## config.mk

```make
export PLATFORM = sky130hd
export DESIGN_NAME = shift_arbiter
export DESIGN_NICKNAME = d
export VERILOG_FILES = /design/src/rtl/shift_arbiter_pkg.sv /design/src/rtl/SHIFTER_32.sv /design/src/rtl/shift_arbiter.sv
export SDC_FILE = /design/constraint.sdc
export NUM_CORES = 1
export LEC_CHECK = 0
export CAP_MARGIN = 20
export CORE_MARGIN = 2
export CORE_UTILIZATION = 55
export CTS_CLUSTER_DIAMETER = 120
export CTS_CLUSTER_SIZE = 20
export DETAILED_ROUTE_END_ITERATION = 6
export PLACE_DENSITY = 0.93
export SYNTH_ARGS = -nofsm -noshare
export SYNTH_HDL_FRONTEND = slang
export SYNTH_SLANG_ARGS = --single-unit
```

## constraint.sdc

```tcl
create_clock -name clk -period 3.45 [get_ports clk]
set_input_delay 0.345 -clock clk [delete_from_list [all_inputs] [get_ports clk]]
set_output_delay 0.345 -clock clk [all_outputs]
set_load 0.05 [all_outputs]
```

## src/rtl/shift_arbiter_pkg.sv

```systemverilog
// Shared constants for the shift arbiter: FSM encoding, requester IDs and
// datapath widths.
package shift_arbiter_pkg;

   localparam int DATA_W = 32;
   localparam int SA_W   = 5;

   typedef enum logic {
      ST_EMPTY = 1'b0,
      ST_FULL  = 1'b1
   } state_e;

   localparam logic ID_A = 1'b0;
   localparam logic ID_B = 1'b1;

endpackage

```

## src/rtl/SHIFTER_32.sv

```systemverilog
// Combinational 32-bit barrel shifter: zero-filling left shift, right shift
// filled with X[31] when Arith is set.
module SHIFTER_32
   import shift_arbiter_pkg::*;
(
   input  logic [DATA_W-1:0] X,
   input  logic [SA_W-1:0]   Sa,
   input  logic              Arith,
   input  logic              Right,
   output logic [DATA_W-1:0] Sh
);

   logic [DATA_W:0] ext;

   // One extra fill bit on top lets a single arithmetic shift cover both
   // logical and sign-filled right shifts.
   assign ext = {Arith & X[DATA_W-1], X};
   assign Sh  = Right ? DATA_W'($signed(ext) >>> Sa) : (X << Sa);

endmodule

```

## src/rtl/shift_arbiter.sv

```systemverilog
// Two requesters share one barrel shifter through a round-robin arbiter;
// results go into a single-entry output register with valid/ready handshake.
module shift_arbiter
   import shift_arbiter_pkg::*;
#(
   parameter int PRIO_INIT = 0
) (
   input  logic              clk,
   input  logic              clrn,
   input  logic              a_valid,
   output logic              a_ready,
   input  logic [DATA_W-1:0] a_x,
   input  logic [SA_W-1:0]   a_sa,
   input  logic              a_arith,
   input  logic              a_right,
   input  logic              b_valid,
   output logic              b_ready,
   input  logic [DATA_W-1:0] b_x,
   input  logic [SA_W-1:0]   b_sa,
   input  logic              b_arith,
   input  logic              b_right,
   output logic              r_valid,
   input  logic              r_ready,
   output logic [DATA_W-1:0] r_data,
   output logic              r_id,
   output state_e            dbg_state
);

   // Handshakes: a transfer happens on a rising edge where valid and ready
   // are both high; ready never depends on the same side's operand values.

   localparam logic LAST_INIT = (PRIO_INIT != 0) ? ID_B : ID_A;

   state_e            state_q, state_d;
   logic [DATA_W-1:0] r_data_q, r_data_d;
   logic              r_id_q, r_id_d;
   logic              last_q, last_d;

   logic              can_accept;
   logic              grant_id;
   logic              accept;
   logic [DATA_W-1:0] sel_x;
   logic [SA_W-1:0]   sel_sa;
   logic              sel_arith;
   logic              sel_right;
   logic [DATA_W-1:0] sh;

   always_comb begin
      can_accept = (state_q == ST_EMPTY) | r_ready;
      // On a tie the requester that was not granted last wins.
      if (a_valid & b_valid) begin
         grant_id = ~last_q;
      end else begin
         grant_id = b_valid ? ID_B : ID_A;
      end
      a_ready = can_accept & a_valid & (grant_id == ID_A);
      b_ready = can_accept & b_valid & (grant_id == ID_B);
      accept  = a_ready | b_ready;
   end

   always_comb begin
      if (grant_id == ID_B) begin
         sel_x     = b_x;
         sel_sa    = b_sa;
         sel_arith = b_arith;
         sel_right = b_right;
      end else begin
         sel_x     = a_x;
         sel_sa    = a_sa;
         sel_arith = a_arith;
         sel_right = a_right;
      end
   end

   SHIFTER_32 u_shifter (
      .X     (sel_x),
      .Sa    (sel_sa),
      .Arith (sel_arith),
      .Right (sel_right),
      .Sh    (sh)
   );

   always_comb begin
      state_d  = state_q;
      r_data_d = r_data_q;
      r_id_d   = r_id_q;
      last_d   = last_q;
      case (state_q)
         ST_EMPTY: begin
            if (accept) begin
               state_d  = ST_FULL;
               r_data_d = sh;
               r_id_d   = grant_id;
               last_d   = grant_id;
            end
         end
         ST_FULL: begin
            if (accept) begin
               r_data_d = sh;
               r_id_d   = grant_id;
               last_d   = grant_id;
            end else if (r_ready) begin
               state_d = ST_EMPTY;
            end
         end
         default: state_d = ST_EMPTY;
      endcase
   end

   always_ff @(posedge clk or negedge clrn) begin
      if (!clrn) begin
         state_q  <= ST_EMPTY;
         r_data_q <= '0;
         r_id_q   <= ID_A;
         last_q   <= LAST_INIT;
      end else begin
         state_q  <= state_d;
         r_data_q <= r_data_d;
         r_id_q   <= r_id_d;
         last_q   <= last_d;
      end
   end

   assign r_valid   = (state_q == ST_FULL);
   assign r_data    = r_data_q;
   assign r_id      = r_id_q;
   assign dbg_state = state_q;

endmodule

```

==> metrics.txt, run 1 <==
count of hold buffers inserted by post-cts repair=0; Initial Utilization=0.564; count of final max-slew check failures=0; post-synthesis sequential element count=34; clock net sink count=34; critical path class=input port to register; global-route wire length before repair=46.2 mm; combined global-route utilization of all metal layers=0.453; DR iter-0 viols=1509; Setup TNS=0 ps; async set-or-reset flop fraction in the synthesized netlist=1.00; total wirelength of the detailed-routed design=30.5 mm; cell type contributing the most total cell area after synthesis=mux2i_1; share of the clock period used by the worst path after layout=0.919; warnings from Yosys=0; synth unique cells=61; clock slew at reported path FFs=60 ps; net count of the mapped netlist=949; MaxCap Viol Count=0; count of TritonRoute iterations in the first routing pass=7; gate count of the mapped netlist=866; slowest library cell on the worst path=a311oi_1; Placement Rows=40; mean area per synthesized cell=~7.9 µm²; arrival time of the worst setup path=3330 ps; TritonCTS clock tree=done; later-pin clock latency in the skew report=290 ps; unrepaired setup endpoints after global routing=false; leading post-synthesis cells by cell area=mux2i_1, dfrtp_1, mux2_2; top achievable clock speed=0.315 GHz; half-perimeter wire length of the detailed placement result=around 24 mm; Worst Setup End Kind=register; root buf cell=clkbuf_16; flip-flop cell with the highest count after synthesis=dfrtp_1; total number of vias=8490; Max VDD drop=0.313 mV; Cell Chain, Critical Path=clkdlybuf4s50_1 > a21boi_4 > mux2i_4 > buf_12 > nand2_1 > a311oi_1 > o32ai_1 > a221oi_1 > o21ai_1; worst slew margin relative to its limit=0.422; maximum level of the CTS H-tree=2; antenna violations before repair=1; required time of the critical path=around 3600 ps; fraction of the yosys area taken by sequential cells=0.125; Final ANT Viol Nets=0; class of the tightest hold or removal check=input port to asynchronous set/reset pin; cell area after synthesis=6810 µm²; relative area change from synthesis to final layout=26.5%; Final setup violation count=0; via count of the first global-routing pass=~8000; crit path time final=3170 ps; post-placement cell area=8450 µm²; kind of start point of the critical path=input port; Max FO, Critical Path=22; power per unit of standard cell area=397 nW/µm²; DIE AREA=between 10000 and 15000 µm²; share of Yosys cell area claimed by the top area cell type=0.312; number of setup buffers added after CTS=0; layout cell share with drive strength beyond 1=0.138; number of nets at the end of the flow=1066; Via density=7.37; number of clock buffers inserted by TritonCTS=5; pin count of the biggest net entering global routing=53; WL/cell=26.4 µm; number of instances resized during post-cts repair=0; number of enable flip-flop cells after synthesis=0; Port Buffers=119; global-route congestion overflow total=0; Post-Route Skew=9.14 ps; final estimated routing congestion in global placement=1.15; buffer levels on the longest clock path=2; Static Leak=3.62 nW; # DRC=0; core region area=about 12000 µm²; I/O pin cnt=120; status=finished, final reports clean; timing startpoint of the critical path=b_valid; die outline width=115 µm; transition time at the pin with the least slew margin=864 ps; number of diodes=0; final hold viol count=0; largest stage delay on the critical path=approximately 670 ps; startpoint of the lowest-slack register-to-register path=last_q$_DFFE_PN0P_; total non-filler cell area in the finished layout=between 8000 and 9000 µm²; height of the die=about 120 µm
through the flow:
step / utilization / power [mW] / hold slack [ps] / std cells / setup slack (ps)
after floorplan: - / 1.95 / 49.4 / 866 / 800
after global placement: 0.701 / 2.80 / 465 / 1144 / 113
after detailed placement: 0.701 / 2.81 / 481 / 1144 / 119
after CTS: 0.714 / 3.33 / 488 / 1152 / 392
after global routing: 0.714 / 3.51 / 533 / 1152 / 161
final: 0.714 / 3.42 / 483 / 1152 / 280
cells by family after synthesis:
kind of cell / share of synthesized area
compound gates: 0.253
flops: 0.125
simple gates: 0.149
mux: 0.412
buf+inv: 0.0612
synthesized netlist by cell type (all sizes together) (6+ instances only):
cell type,count
mux2i,215
dfrtp,34
mux2,41
mux4,7
clkbuf,25
a221oi,9
a22oi,7
a211oi,36
o221ai,8
o21ai,51
nand3,16
a31oi,18
o211ai,21
nand2,73
nor2b,12
a21oi,54
o22ai,6
buf,55
nor3,21
o31ai,11
nor2,78
sequential cells by signal (all words and copies together) (netlist names):
register	cells
r_data	32
dbg_state	1
last_q	1
worst max-delay path, delay by kind of cell:
family	cells	cell delay, ps
compound gates	5	1720
buf+inv	2	750
simple gates	1	90
mux	1	420
worst paths after layout:
kind	endpoint	slack, ps	cells past startpoint
max in group asynchronous	r_data[10]$_DFFE_PN0P_	2640	2
max reg2reg	r_data[0]$_DFFE_PN0P_	460	8
max	r_data[0]$_DFFE_PN0P_	280	9
min in group clk	r_data[15]$_DFFE_PN0P_	490	2
min	r_data[27]$_DFFE_PN0P_	480	2
min reg2reg	r_data[15]$_DFFE_PN0P_	490	2
layout by cell type, fill, tap and decap left out, types with 6 or more instances in the layout:
cell type	instances
nor2_1	76
a21oi_1	54
mux2i_1	211
dfrtp_1	34
o21ai_0	46
buf_4	63
a31oi_1	18
o31ai_1	11
o22ai_1	6
nor2b_1	12
nand3_1	16
clkdlybuf4s50_1	117
nand2_1	73
a22oi_1	7
buf_12	8
a211oi_1	36
mux2_2	36
o211ai_1	21
mux4_2	7
a221oi_1	9
o221ai_1	8
nor3_1	21
area by class of cell:
| type | count | area (µm²) |
|---|---|---|
| Clock inverter | 1 | 30.0 |
| Fill cell | 939 | 3450 |
| Inverter | 2 | 7.51 |
| Sequential cell | 34 | 851 |
| Clock buffer | 7 | 133 |
| Multi-Input combinational cell | 750 | 5570 |
| Timing Repair Buffer | 190 | 1810 |
| Tap cell | 168 | 210 |
per-layer routing:
metal  track usage  vias up  wire (µm)
met5        0.0259        -         71
met4         0.281        4       2520
met3         0.125      215       3900
met2         0.682      766      12700
met1         0.572     3926      11200
li1              -     3579          -
power by group:
part           switching, mW  internal [mW]
Combinational           1.49          0.856
Sequential            0.0629          0.494
Clock                  0.179          0.342
Note: power is estimated with default switching activity, not from simulation.
==> inputs of run 2 (changes only) <==
--- a/config.mk
+++ b/config.mk
@@ -5,7 +5,6 @@
 export SDC_FILE = /design/constraint.sdc
 export NUM_CORES = 1
 export LEC_CHECK = 0
-export CAP_MARGIN = 20
 export CORE_MARGIN = 2
 export CORE_UTILIZATION = 55
 export CTS_CLUSTER_DIAMETER = 120
==> results of run 2 <==
Final layout, timing and power as in run 1 (identical DEF).
